**config.mk**
```make
export PLATFORM = sky130hd
export DESIGN_NAME = wishbone_master_arbiter
export DESIGN_NICKNAME = d
export VERILOG_FILES = /design/src/rtl/wishbone_master_arbiter_pkg.sv /design/src/rtl/wishbone_master_arbiter_rr_priority_picker.sv /design/src/rtl/wishbone_master_arbiter.sv
export SDC_FILE = /design/constraint.sdc
export NUM_CORES = 1
export LEC_CHECK = 0
export BUFFER_PORTS_ARGS = -buffer_cell sky130_fd_sc_hd__buf_2
export CAP_MARGIN = 15
export CORE_MARGIN = 2
export CORE_UTILIZATION = 30
export CTS_CLUSTER_SIZE = 12
export DETAILED_ROUTE_END_ITERATION = 12
export PLACE_DENSITY_LB_ADDON = 0.3
export SETUP_SLACK_MARGIN = 0.02
export SKIP_LAST_GASP = 1
export SLEW_MARGIN = 40
export SYNTH_ARGS = -nofsm -noshare
export SYNTH_HDL_FRONTEND = slang
export SYNTH_SLANG_ARGS = --single-unit
```
**constraint.sdc**
```tcl
create_clock -name clk -period 7.65 [get_ports clk]
set_input_delay 0.3825 -clock clk [delete_from_list [all_inputs] [get_ports clk]]
set_output_delay 0.3825 -clock clk [all_outputs]
set_load 0.03 [all_outputs]
```
**src/rtl/wishbone_master_arbiter_pkg.sv**
```systemverilog
// Shared types and constants for the wishbone master request arbiter.
package wishbone_master_arbiter_pkg;

  typedef enum logic [1:0] {
    ARB_IDLE  = 2'd0,
    ARB_ISSUE = 2'd1,
    ARB_WAIT  = 2'd2
  } arb_state_t;

  localparam int unsigned DEFAULT_TIMEOUT_CYCLES = 64;

  // Round-robin successor of idx among n channels.
  function automatic int unsigned rr_next(input int unsigned idx, input int unsigned n);
    return (idx + 1 >= n) ? 0 : idx + 1;
  endfunction

endpackage

```
**src/rtl/wishbone_master_arbiter_rr_priority_picker.sv**
```systemverilog
// Combinational round-robin picker: first set request at or above ptr_i, wrapping.
module rr_priority_picker #(
  parameter int unsigned N = 3,
  localparam int unsigned IDX_W = (N > 1) ? $clog2(N) : 1
) (
  input  logic [N-1:0]     req_i,
  input  logic [IDX_W-1:0] ptr_i,
  output logic [N-1:0]     gnt_o,
  output logic [IDX_W-1:0] idx_o,
  output logic             valid_o
);

  always_comb begin
    int unsigned      cand;
    logic [IDX_W-1:0] cidx;
    gnt_o   = '0;
    idx_o   = '0;
    valid_o = 1'b0;
    cand    = 0;
    cidx    = '0;
    for (int unsigned off = 0; off < N; off++) begin
      cand = (32'(ptr_i) + off) % N;
      cidx = IDX_W'(cand);
      if (!valid_o && req_i[cidx]) begin
        valid_o     = 1'b1;
        idx_o       = cidx;
        gnt_o[cidx] = 1'b1;
      end
    end
  end

endmodule

```
**src/rtl/wishbone_master_arbiter.sv**
```systemverilog
// Round-robin arbiter sharing the wishbone master's single-transfer port between clients,
// with a watchdog that aborts transfers the bus never completes.
module wishbone_master_arbiter
  import wishbone_master_arbiter_pkg::*;
#(
  parameter int unsigned NUM_REQ        = 3,
  parameter int unsigned ADDR_W         = 8,
  parameter int unsigned DATA_W         = 8,
  parameter int unsigned TIMEOUT_CYCLES = DEFAULT_TIMEOUT_CYCLES
) (
  input  logic                      clk,
  input  logic                      rst,
  input  logic [NUM_REQ-1:0]        req_i,
  input  logic [NUM_REQ-1:0]        req_we_i,
  input  logic [NUM_REQ*ADDR_W-1:0] req_addr_i,
  input  logic [NUM_REQ*DATA_W-1:0] req_wdata_i,
  output logic [NUM_REQ-1:0]        ack_o,
  output logic [NUM_REQ-1:0]        err_o,
  output logic [DATA_W-1:0]         rdata_o,
  output logic [NUM_REQ-1:0]        grant_o,
  output logic                      busy_o,
  output logic                      burst_active,
  output logic [ADDR_W-1:0]         write_addr,
  output logic [DATA_W-1:0]         write_data,
  output logic                      write_en,
  input  logic                      write_ready,
  output logic [ADDR_W-1:0]         read_addr,
  output logic                      read_en,
  input  logic [DATA_W-1:0]         read_data,
  input  logic                      read_ready
);

  localparam int unsigned IDX_W  = $clog2(NUM_REQ);
  localparam int unsigned WDOG_W = $clog2(TIMEOUT_CYCLES);

  arb_state_t          state_q, state_d;
  logic [IDX_W-1:0]    ptr_q, ptr_d;
  logic [IDX_W-1:0]    owner_q, owner_d;
  logic                we_q, we_d;
  logic [NUM_REQ-1:0]  grant_q, grant_d;
  logic                busy_q, busy_d;
  logic [ADDR_W-1:0]   write_addr_q, write_addr_d;
  logic [DATA_W-1:0]   write_data_q, write_data_d;
  logic [ADDR_W-1:0]   read_addr_q, read_addr_d;
  logic                write_en_q, write_en_d;
  logic                read_en_q, read_en_d;
  logic [NUM_REQ-1:0]  ack_q, ack_d;
  logic [NUM_REQ-1:0]  err_q, err_d;
  logic [DATA_W-1:0]   rdata_q, rdata_d;
  logic [WDOG_W-1:0]   wdog_q, wdog_d;

  logic [NUM_REQ-1:0]  pick_gnt_c;
  logic [IDX_W-1:0]    pick_idx_c;
  logic                pick_valid_c;
  logic                done_c;
  logic                timeout_c;
  logic [ADDR_W-1:0]   addr_arr [NUM_REQ];
  logic [DATA_W-1:0]   wdata_arr [NUM_REQ];

  for (genvar g = 0; g < NUM_REQ; g++) begin : g_unpack
    assign addr_arr[g]  = req_addr_i[g*ADDR_W +: ADDR_W];
    assign wdata_arr[g] = req_wdata_i[g*DATA_W +: DATA_W];
  end

  rr_priority_picker #(
    .N (NUM_REQ)
  ) u_picker (
    .req_i   (req_i),
    .ptr_i   (ptr_q),
    .gnt_o   (pick_gnt_c),
    .idx_o   (pick_idx_c),
    .valid_o (pick_valid_c)
  );

  // Only the ready matching the transfer direction completes it; completion beats timeout.
  assign done_c    = (state_q == ARB_WAIT) && (we_q ? write_ready : read_ready);
  assign timeout_c = (state_q == ARB_WAIT) && !done_c &&
                     (wdog_q == WDOG_W'(TIMEOUT_CYCLES - 1));

  always_comb begin
    state_d      = state_q;
    ptr_d        = ptr_q;
    owner_d      = owner_q;
    we_d         = we_q;
    grant_d      = grant_q;
    busy_d       = busy_q;
    write_addr_d = write_addr_q;
    write_data_d = write_data_q;
    read_addr_d  = read_addr_q;
    rdata_d      = rdata_q;
    wdog_d       = wdog_q;
    write_en_d   = 1'b0;
    read_en_d    = 1'b0;
    ack_d        = '0;
    err_d        = '0;

    case (state_q)
      ARB_IDLE: begin
        if (pick_valid_c) begin
          owner_d = pick_idx_c;
          we_d    = req_we_i[pick_idx_c];
          grant_d = pick_gnt_c;
          busy_d  = 1'b1;
          state_d = ARB_ISSUE;
          if (req_we_i[pick_idx_c]) begin
            write_addr_d = addr_arr[pick_idx_c];
            write_data_d = wdata_arr[pick_idx_c];
            write_en_d   = 1'b1;
          end else begin
            read_addr_d = addr_arr[pick_idx_c];
            read_en_d   = 1'b1;
          end
        end
      end

      ARB_ISSUE: begin
        wdog_d  = '0;
        state_d = ARB_WAIT;
      end

      ARB_WAIT: begin
        if (done_c || timeout_c) begin
          ack_d[owner_q] = done_c;
          err_d[owner_q] = timeout_c;
          if (done_c && !we_q) begin
            rdata_d = read_data;
          end
          grant_d = '0;
          busy_d  = 1'b0;
          ptr_d   = IDX_W'(rr_next(32'(owner_q), NUM_REQ));
          state_d = ARB_IDLE;
        end else begin
          wdog_d = wdog_q + 1'b1;
        end
      end

      default: begin
        grant_d = '0;
        busy_d  = 1'b0;
        state_d = ARB_IDLE;
      end
    endcase
  end

  always_ff @(posedge clk or posedge rst) begin
    if (rst) begin
      state_q      <= ARB_IDLE;
      ptr_q        <= '0;
      owner_q      <= '0;
      we_q         <= 1'b0;
      grant_q      <= '0;
      busy_q       <= 1'b0;
      write_addr_q <= '0;
      write_data_q <= '0;
      read_addr_q  <= '0;
      write_en_q   <= 1'b0;
      read_en_q    <= 1'b0;
      ack_q        <= '0;
      err_q        <= '0;
      rdata_q      <= '0;
      wdog_q       <= '0;
    end else begin
      state_q      <= state_d;
      ptr_q        <= ptr_d;
      owner_q      <= owner_d;
      we_q         <= we_d;
      grant_q      <= grant_d;
      busy_q       <= busy_d;
      write_addr_q <= write_addr_d;
      write_data_q <= write_data_d;
      read_addr_q  <= read_addr_d;
      write_en_q   <= write_en_d;
      read_en_q    <= read_en_d;
      ack_q        <= ack_d;
      err_q        <= err_d;
      rdata_q      <= rdata_d;
      wdog_q       <= wdog_d;
    end
  end

  assign ack_o        = ack_q;
  assign err_o        = err_q;
  assign rdata_o      = rdata_q;
  assign grant_o      = grant_q;
  assign busy_o       = busy_q;
  assign burst_active = busy_q;
  assign write_addr   = write_addr_q;
  assign write_data   = write_data_q;
  assign write_en     = write_en_q;
  assign read_addr    = read_addr_q;
  assign read_en      = read_en_q;

endmodule

```
Word-level counts from Yosys, hierarchy flattened. Cells that the tools add are included.

Flip-flop bits (word level): 57. Bits of input ports: 66. Word-level logic and storage cells: 125.

$add $sub $neg: 4. Divide/modulo/power cells: 3. $lt $le $gt $ge: 11. Equal/unequal tests: 6. Muxes and demuxes: 54. Bitwise gates (word level): 7. Reductions and logical operators: 25.

Operators with widths (number): $mod A32 B2 Y32 const B (2); $bmux W8 S2 (2); $mod A2 B2 Y32 const B (1); $mux W8 (4); $mux W3 (9); $mux W1 (20); $lt A2 B3 Y1 const B (5); $mux W2 (6); $pmux W6 S2 (1); $reduce_and A3 Y1 (4); $logic_and A1 B1 Y1 (10); $pmux W3 S3 (1); $bmux W1 S2 (4); $demux W1 S2 (4); $ge A2 B1 Y1 const B (4); $reduce_and A2 Y1 (4); $add A2 B1 Y3 const B (2); $add A6 B1 Y6 const B (1); $and A3 B3 Y3 (2); $eq A6 B6 Y1 const B (1); $mux W6 (1); $or A3 B3 Y3 (2); $pmux W2 S3 (1); $logic_not A1 Y1 (4); other kinds (13) (15).

Depth between registers and ports, before layout. Gate-level depths: netlist of the first run.

Word-level depth: 15. Gate-level depth with buffers: 12.

By module. From an unflattened synthesis of the first run, not the netlist that was laid out.

Cells, all modules: 287. Area total of the unflattened synthesis: 3099.2 um^2.

By module, submodules not included: wishbone_master_arbiter (times used 1, cells an instance 234, area an instance 2751.4 um^2, sequential area each 1426.4 um^2); rr_priority_picker (times used 1, cells an instance 53, area an instance 347.8 um^2, sequential area each 0.0 um^2).

Worst setup path before layout of the first run. No wires, ideal clock.

Path type: flip-flop to flip-flop. From: reg ptr_q[0]. To: reg write_addr_q[6] (netlist: write_addr[6]). Setup time: 125 ps. Data arrival time: 2374 ps. Required time: 7525 ps. Setup slack: 5151 ps. Cell stages (with the launch flop): 12. Clock period less this slack: 2499 ps. Path through: dfrtp_1 -> inv_1 -> ha_1 -> buf_2 -> nand2_1 -> o22ai_2 -> nor2_2 -> o21a_1 -> o211ai_2 -> o211ai_4 -> buf_6 -> mux2_4.

Cells in the longest elaborated chain, start to end: 14.

RTL lines: start: declaration (line wishbone_master_arbiter.sv:37) `logic [IDX_W-1:0] ptr_q, ptr_d;`; start signal: assignment (line wishbone_master_arbiter.sv:164) `ptr_q <= ptr_d;`; parallel branches: the longest is 14 deep, another holds $mod A32 B2 Y32; end signal: assignment (line wishbone_master_arbiter.sv:169) `write_addr_q <= write_addr_d;`; end: declaration (line wishbone_master_arbiter.sv:42) `logic [ADDR_W-1:0] write_addr_q, write_addr_d;`.

Parallel ways; which one is timed is not known. The select of a mux whose other input is x is not followed. A chain may end at the register's enable or synchronous reset.

Worst setup path after layout of the first run.
From: reg ptr_q[1]. To: reg read_addr_q[7] (netlist: read_addr[7]).

Cells in the longest elaborated chain, start to end: 14.

RTL lines: parallel branches: the longest is 14 deep, another holds $mod A32 B2 Y32; end signal: assignment (line wishbone_master_arbiter.sv:171) `read_addr_q <= read_addr_d;`; end: declaration (line wishbone_master_arbiter.sv:44) `logic [ADDR_W-1:0] read_addr_q, read_addr_d;`.

Parallel ways; which one is timed is not known. The select of a mux whose other input is x is not followed.

==> results of run 1 <==
metrics by stage:
stage	hold WS (ps)	worst slack (ps)	total power, mW
2_1_floorplan	482	5150	1.54
3_3_place_gp	460	4650	1.76
3_5_place_dp	468	4580	1.79
4_1_cts	262	4560	2.07
5_1_grt	271	4320	2.21
6_report	238	4530	2.05
routing by layer:
metal	vias up	track usage
met1	1224	0.179
met3	11	0.0261
met2	71	0.216
met5	-	0
met4	0	0.0594
li1	1284	-
placed cells by master (no fill, tap or decap), drive strengths merged, types with 2 or more instances in the layout:
master	count
clkinv	4
nor3	11
a221oi	5
a21o	2
nand3	10
o21ai	29
dfrtp	57
nand4	2
a22o	2
buf	113
clkbuf	9
nor2b	4
and2	3
clkinvlp	2
o22ai	3
nor2	12
nand2b	7
a211o	2
o211ai	4
xnor2	2
a21oi	8
ha	5
inv	10
mux2i	18
mux2	25
a221o	3
nand2	39
kinds of logic (layout without fill, tap and decap cells):
| kind of cell | Yosys count | after routing | synth area share |
|---|---|---|---|
| buffers and inverters | 28 | 139 | 0.0503 |
| and+or+nand+nor | 93 | 93 | 0.153 |
| muxes | 43 | 43 | 0.154 |
| DFF | 57 | 57 | 0.448 |
| xor gates and xnor gates | 3 | 3 | 0.00826 |
| adders and majority gates | 5 | 5 | 0.0197 |
| AOI/OAI and AO/OA | 69 | 69 | 0.166 |
power breakdown:
group | total, mW | internal, mW | leakage (nW) | switching (mW)
Combinational | 1.26 | 0.502 | 1.13 | 0.755
Clock | 0.271 | 0.147 | 0.0909 | 0.125
Sequential | 0.523 | 0.433 | 0.710 | 0.0899
area by class of cell:
class,count,area [um2],area share
Sequential cell,57,1430,0.356
Timing Repair Buffer,113,571,0.142
Clock inverter,6,60.1,0.0150
Inverter,11,46.3,0.0115
Tap cell,136,170,0.0424
Multi-Input combinational cell,213,1610,0.402
Clock buffer,9,124,0.0309
flip-flops by register name, indices dropped and copies added, names as in the netlist:
signal / cells
owner_q: 2
write_data: 8
write_en: 1
read_addr: 8
ack_o: 3
rdata_o: 8
grant_o: 3
read_en: 1
wdog_q: 6
state_q: 2
we_q: 1
burst_active: 1
err_o: 3
ptr_q: 2
write_addr: 8
critical path, cell delays in order (launching register included):
cell,delay (ps)
dfrtp_1,410
inv_1,90
ha_1,430
mux2i_1,190
o22ai_2,270
nor2_2,120
a211o_4,420
nor3_4,640
nor2_2,110
a221o_1,320
final timing paths:
path	startpoint	end	depth (start not counted)
max reg2reg	ptr_q[1]	read_addr[7]	9
max in group asynchronous	rst	ack_o[0]	3
min in group clk	read_data[2]	rdata_o[2]	2
max	ptr_q[1]	read_addr[7]	9
min	rst	rdata_o[2]	3
min reg2reg	grant_o[1]	grant_o[1]	2
==> key figures, run 1 <==
Clock network
  • Clk sinks: 57
  • Worst-Skew Late Latency: roughly 340 ps
  • Root Buffer Master: clkbuf_8
  • Clock Path Buffers: 2
  • Cts repair resizes: 0
  • Cts bufs inserted: 9
  • CTS tree: yes
  • CTS Hold Buffers Added: 0
  • Htree depth: 3
  • Number of setup buffers added after CTS: 0
  • CTS clk-pin slew, worst paths: 70 ps

Yosys
  • Ys flop type: dfrtp_1
  • Cell Area, Synth: ~3200 um2
  • Area leader, netlist: dfrtp_1
  • Syn Area/Cell: 10.7 um2
  • Register bit total from synthesis: 57
  • Ys async rst share: 1.00
  • Synthesized instance count: roughly 300
  • Synth top area share: 0.448
  • Top-count cell post-synth: dfrtp_1
  • YS warnings: 0
  • Post-synth EDFFs: 0
  • Commonest cells in the netlist: dfrtp_1, nand2_1, o21ai_0, mux2i_1, mux2_2
  • Net Count, Synth: 369
  • Area contributors post-synth: dfrtp_1, mux2_2, mux2i_1, nand2_1, o21ai_0
  • Post-synthesis sequential area ratio: 0.448
  • Cell variety after synth: 58

Route
  • Met1 WL: approximately 3400 um
  • Final ANT Viol Nets: 0
  • DRC Markers: 0
  • Final wirelength: roughly 7800 um
  • Via count: 2,590
  • Initial DRC count: 90
  • Metal3 WL: roughly 380 um
  • TritonRoute pass-1 iters: 4
  • Routed wire per std cell: 14.3 um
  • Met2 wire len: 3840 um
  • Top sig layer: met4
  • Vias/cell: roughly 4.8

Critical path
  • Critical path peak fanout: 14
  • Worst setup SP type: register
  • R2R Setup Slk: roughly 4500 ps
  • Critical path type: reg2reg
  • CP endpoint kind: register
  • Critical Path RT: 7870 ps
  • Crit path arrival time: 3340 ps

Timing
  • Max frequency: between 300 and 400 MHz
  • Fin crit period: 3120 ps
  • Final hold violations: 0
  • Worst relative slew slack: 0.463
  • Max-slew violations: 0
  • RSZ-0062 raised after global routing: false
  • Period utilisation layout: 0.408
  • Final setup vio count: 0
  • Post-route setup TNS: 0 ps
  • Slew @ Worst Pin: about 800 ps
  • Worst clock skew: around 13 ps

Global route
  • GRT Util Overall: 0.136
  • Initial antenna violation count: 0
  • Vias in the first global route: 2,433
  • Largest net degree at the start of global routing: 58
  • Grt total ovfl: 0
  • First-pass GRT wire length: about 12,000 um

Worst hold path
  • Hold Path Class: in2async

Finish
  • Nets@finish: 476
  • N_diodes: 0
  • Design Area, Final: roughly 4000 um2
  • Layout cells sized above 1: 0.443
  • Layout Utilization: 0.388
  • Fill cell count: between 1,000 and 1,500
  • Layout Cells excl Fill: approximately 550
  • Area growth, synth to finish: 25.9%

Power
  • Pleak: ~1.9 nW
  • PD cells: around 510 nW/um2
  • Peak supply drop: approximately 0.0002 V

Place
  • DP Wirelength: a little under 6000 um
  • Placer congestion estimate: 0.849
  • IO buf count: between 100 and 150
  • Post-Place Cells: 530
  • DP Area: 3820 um2

Status
  • Status: complete, no violations

Floorplan
  • Die Y: around 110 um
  • Num rows: 37
  • Top Ports: ~110
  • Starting Density: 0.308
  • Floorplan core area: between 10,000 and 15,000 um2
  • Die area: approximately 11,000 um2
  • DIE WIDTH: approximately 110 um

Job
  • Max_cap viols: 0
(Power assumes the default switching activity.)
==> inputs of run 2 (changes only) <==
Clock period 7.65 ns to 2.9 ns, I/O delays scaled along.
==> run 2 against run 1 <==
  * Sequential power rose to 2.6 times the previous value
  * Critical path depth rose by 1
  * Highest routed layer unchanged
  * Combinational power rose to 2.8 times the previous value
  * Final area rose by 4.2%
  * Sequential share of layout area fell by 1.4 points
  * Die area did not move
  * Routed wire length rose by 2.2%
==> key figures, run 2 (synthesized netlist as in run 1, its figures left out) <==
Status
  • Status: complete, no violations

Clock network
  • Cts bufs inserted: 9
  • Htree depth: 3
  • CTS tree: yes
  • Worst-Skew Late Latency: between 300 and 400 ps
  • Clock Path Buffers: 2
  • Clk sinks: between 50 and 60
  • CTS clk-pin slew, worst paths: roughly 70 ps
  • Root Buffer Master: clkbuf_8

Timing
  • Fin crit period: ~2700 ps
  • RSZ-0062 raised after global routing: true
  • Worst clock skew: between 7 and 8 ps
  • Post-route setup TNS: 0 ps
  • Max-slew violations: 0
  • Final hold violations: 0
  • Max frequency: 370 MHz
  • Worst relative slew slack: 0.556
  • Final setup vio count: 0
  • Period utilisation layout: 0.933
  • Slew @ Worst Pin: roughly 660 ps

Critical path
  • Worst setup SP type: register
  • Critical path type: reg2reg
  • FF-to-FF Start: ptr_q[1]
  • Critical Path RT: about 3100 ps
  • Critical path peak fanout: 18
  • Crit path arrival time: 2920 ps
  • CP startpoint: ptr_q[1]
  • CP endpoint kind: register

Global route
  • GRT Util Overall: 0.140
  • Grt total ovfl: 0
  • Largest net degree at the start of global routing: 38
  • Initial antenna violation count: 0
  • First-pass GRT wire length: around 13,000 um
  • Vias in the first global route: about 2,600

Power
  • PD cells: around 1400 nW/um2
  • Peak supply drop: roughly 0.00048 V
  • Pleak: roughly 2 nW
  • Pwr Total: ~5.8 mW

Job
  • Max_cap viols: 0

Floorplan
  • Floorplan core area: 10,300 um2
  • Starting Density: 0.308
  • DIE WIDTH: ~110 um
  • Num rows: 37
  • Die Y: about 110 um
  • Die area: around 11,000 um2
  • Top Ports: about 110

Route
  • TritonRoute pass-1 iters: 4
  • Met1 WL: between 3000 and 4000 um
  • DRC Markers: 0
  • Final wirelength: slightly below 8000 um
  • Final ANT Viol Nets: 0
  • Routed wire per std cell: roughly 14 um
  • Initial DRC count: 99
  • Via count: approximately 2,600
  • Met2 wire len: 3900 um
  • Metal3 WL: 431 um
  • Vias/cell: 4.74
  • Top sig layer: met4

Place
  • IO buf count: between 100 and 150
  • DP Wirelength: roughly 6000 um
  • Placer congestion estimate: 0.871

Worst hold path
  • Hold Path Class: in2reg
  • Min-delay src: read_data[2]

Finish
  • Most frequent cells in the layout: buf_2, dfrtp_1, nand2_1
  • N_diodes: 0
  • Layout cells sized above 1: 0.472
  • Area growth, synth to finish: 31.3%
  • Most common cell after layout, fill and taps aside: buf_2
  • Nets@finish: just under 500
-- run 2: cell count changes in the layout (fill, tap and decap cells not counted), moves of 2 or more --
| cell | change |
|---|---|
| mux2i_2 | +5 |
| buf_12 | +3 |
| buf_4 | +4 |
| mux2i_1 | -5 |
| clkbuf_8 | +2 |
-- run 2: layout make-up --
type / count / area, um2
fill: 1019 / 6150
clock inverter: 5 / 77.6
multi-input combinational: 213 / 1640
tap: 136 / 170
clock buffer: 11 / 151
timing repair buffer: 120 / 666
inverter: 11 / 46.3
sequential: 57 / 1430
-- run 2: metrics by stage --
step	hold slack, ps	worst slack, ps	util	cell area (um2)	instances
2_1_floorplan	291	401	-	3180	298
3_3_place_gp	164	184	0.377	3890	535
3_5_place_dp	162	100	0.378	3900	535
4_1_cts	33.5	63.0	0.401	4140	552
5_1_grt	29.7	16.6	0.405	4180	553
6_report	46.2	195	0.405	4180	553
-- run 2: worst paths after layout --
path / to / slack [ps] / cells past startpoint
setup / recovery: write_addr[4] / 190 / 10
hold / removal: rdata_o[2] / 50 / 2
setup reg to reg: write_addr[4] / 190 / 10
hold reg to reg: grant_o[1] / 480 / 2
max in group asynchronous: grant_o[0] / 1710 / 4
min in group asynchronous: write_addr[0] / 340 / 3
-- run 2: routing by layer --
| layer | vias to the layer above | track usage |
|---|---|---|
| li1 | 1300 | - |
| met1 | 1227 | 0.180 |
| met2 | 76 | 0.227 |
| met3 | 17 | 0.0267 |
| met4 | 0 | 0.0677 |
| met5 | - | 0 |
-- run 2: report_power, final --
group | total (mW) | switching [mW] | internal [mW]
Combinational | 3.56 | 2.04 | 1.51
Sequential | 1.38 | 0.235 | 1.14
Clock | 0.851 | 0.323 | 0.528
Total | 5.79 | 2.60 | 3.18
-- run 2: repair_timing --
action / CTS / global route
hold buffers: 1 / 0
endpoints found under the hold margin: 20 / 0
buffers inserted: 0 / 1
gates resized for setup: 0 / 8
setup endpoints to repair: 0 / 23
-- run 2: worst max-delay path, stage by stage (launching register included) --
cell and delay, ps:
dfrtp_1 420, inv_1 90, ha_1 190, mux2i_1 340, o22ai_2 170, nor2_2 200, o21a_1 350, o211ai_2 170
o211ai_4 120, buf_12 200, mux2_2 350
==> inputs of run 3 (changes only) <==
Settings changed: SYNTH_HIERARCHICAL from default to 1.
==> run 3 against run 2 <==
  * Maximum frequency rose by 1.1%
  * Setup slack better by 30 ps
  * Global-route usage fell by 0.34 points
  * Largest cell class unchanged
  * Largest power group unchanged
  * Highest routed layer unchanged
==> key figures, run 3 <==
Critical path
  • Critical path peak fanout: 16
  • Max incr delay on CP: ~460 ps
  • Slowest cell on crit path: dfrtp_1
  • Critical path type: reg2reg
  • Critical Path RT: 3120 ps
  • CP endpoint kind: register
  • Buf/Inv on CP: 3
  • Crit path max-delay family: multiplexers
  • CP cell instances: inv_1, ha_4, mux2i_4, or2_4, a21oi_2, a21oi_2, buf_4, buf_6, and2b_4, nand2_1, o21ai_0, mux2_2
  • Crit path arrival time: 2890 ps
  • Worst setup SP type: register
  • CP dominant cell by count: a21oi_2

Yosys
  • Synth top area share: 0.460
  • Area leader, netlist: dfrtp_1
  • Ys async rst share: 1.00
  • Top-count cell post-synth: dfrtp_1
  • Commonest cells in the netlist: dfrtp_1, nand2_1, mux2_2, mux2i_1, o21ai_0
  • Post-synthesis sequential area ratio: 0.460
  • Register bit total from synthesis: 57
  • Synthesized instance count: about 290
  • YS warnings: 6
  • Cell variety after synth: 51
  • Net Count, Synth: between 300 and 400
  • Area contributors post-synth: dfrtp_1, mux2_2, mux2i_1, nand2_1, mux2_4
  • Cell Area, Synth: around 3100 um2
  • Post-synth EDFFs: 0
  • Syn Area/Cell: ~11 um2
  • Ys flop type: dfrtp_1

Route
  • Final wirelength: roughly 7400 um
  • Via count: roughly 2,600
  • TritonRoute pass-1 iters: 4
  • Initial DRC count: 115
  • Final ANT Viol Nets: 0
  • Routed wire per std cell: 13.7 um
  • DRC Markers: 0
  • Vias/cell: 4.74

Timing
  • RSZ-0062 raised after global routing: false
  • Period utilisation layout: 0.922
  • Max-slew violations: 0
  • Fin crit period: between 2000 and 3000 ps
  • Worst hold slack: about 38 ps
  • Final hold violations: 0
  • Final setup vio count: 0
  • Max frequency: about 370 MHz
  • Worst relative slew slack: 0.521
  • Worst clock skew: between 9 and 10 ps
  • Post-route setup TNS: 0 ps
  • Slew @ Worst Pin: 719 ps

Clock network
  • Htree depth: 3
  • CTS tree: yes
  • CTS clk-pin slew, worst paths: around 70 ps
  • Cts bufs inserted: 9
  • Clk sinks: 57
  • Root Buffer Master: clkbuf_8
  • Worst-Skew Late Latency: 330 ps
  • Clock Path Buffers: 2

Finish
  • Most frequent cells in the layout: buf_2, dfrtp_1, nand2_1
  • N_diodes: 0
  • Layout Utilization: 0.404
  • Most common cell after layout, fill and taps aside: buf_2
  • Fill cell count: 1,033
  • Nets@finish: 472
  • Layout cells sized above 1: 0.466
  • Area growth, synth to finish: 32.9%
  • Sequential cell area: between 1000 and 1500 um2
  • Multi-input gate area: around 1600 um2

Worst hold path
  • Hold Path Class: in2reg

Floorplan
  • Die area: 11,200 um2
  • Floorplan core area: ~10,000 um2
  • DIE WIDTH: 106 um
  • Top Ports: between 100 and 150
  • Num rows: 37
  • Die Y: 106 um
  • Starting Density: 0.304

Global route
  • First-pass GRT wire length: between 10,000 and 15,000 um
  • Largest net degree at the start of global routing: 43
  • Initial antenna violation count: 0
  • Grt total ovfl: 0
  • GRT Util Overall: 0.137
  • Vias in the first global route: 2,458

Place
  • Placer congestion estimate: approximately 0.9
  • IO buf count: 110
  • DP Wirelength: between 5000 and 6000 um

Power
  • Pleak: roughly 2.0 nW
  • Pwr Total: slightly above 5 mW
  • PD cells: 1260 nW/um2
  • Peak supply drop: between 0.0004 and 0.0005 V

Status
  • Status: complete, no violations

Job
  • Max_cap viols: 0
==> run 3: worst paths after layout <==
kind	startpoint	end	slack (ps)	cells after the start
max	ptr_q[1]	read_addr[2]	230	12
min	read_data[0]	rdata_o[0]	40	2
max reg2reg	ptr_q[1]	read_addr[2]	230	12
min reg2reg	read_addr[7]	read_addr[7]	480	2
max in group asynchronous	rst	ptr_q[0]	1720	4
min in group asynchronous	rst	rdata_o[0]	300	3
==> run 3: layout make-up <==
cell class                 instances  area share
clock buffer                      12      0.0377
clock inverter                     4      0.0240
inverter                           8     0.00790
multi-input combinational        206       0.391
sequential                        57       0.347
tap                              136      0.0413
timing repair buffer             119       0.152
==> run 3: logic make-up (layout without fill, tap and decap cells) <==
logic type               Yosys count  in the layout  share of synthesized area
AND/OR/NAND/NOR                   85             85                      0.140
AO/OA/AOI/OAI                     60             60                      0.130
multiplexers                      56             56                      0.208
flip-flops                        57             57                      0.460
adder cells (fa/ha/maj)            5              5                     0.0202
buffers and inverters             24            143                     0.0420
==> run 3: worst register-to-register path, cell delays in order (launching register included) <==
cell and delay (ps):
dfrtp_1 460, inv_1 140, ha_4 210, mux2i_4 270, or2_4 170, a21oi_2 60
a21oi_2 210, buf_4 150, buf_6 160, and2b_4 270, nand2_1 80, o21ai_0 100
mux2_2 280
==> run 3: layer usage <==
metal  part of all wire  track usage
met1               0.45        0.173
met5                  0            0
met4             0.0058       0.0395
met3              0.068       0.0482
met2               0.48        0.221
==> run 3: timing repair <==
action / in CTS / in global routing
resized for setup: 1 / 13
cloned: 0 / 0
hold buffers: 1 / 0
endpoints found under the setup margin: 22 / 24
setup buffers: 0 / 1
hold endpoints to repair: 15 / 0
pin swaps: 0 / 1
==> run 3: report_power, final <==
part | switching, mW | total, mW | internal (mW) | leakage (nW)
logic | 1.63 | 2.85 | 1.22 | 1.13
registers | 0.269 | 1.39 | 1.12 | 0.714
clock network | 0.320 | 0.940 | 0.620 | 0.127
total | 2.22 | 5.18 | 2.96 | 1.97
==> run 3: metrics by stage <==
step                      instance area [um2]  setup WS (ps)  std cells
after floorplan                          3100            279        287
after global placement                   3780           71.2        524
after detailed placement                 3780          -40.1        524
after CTS                                4040           31.3        541
after global routing                     4120           73.7        542
final                                    4120            225        542
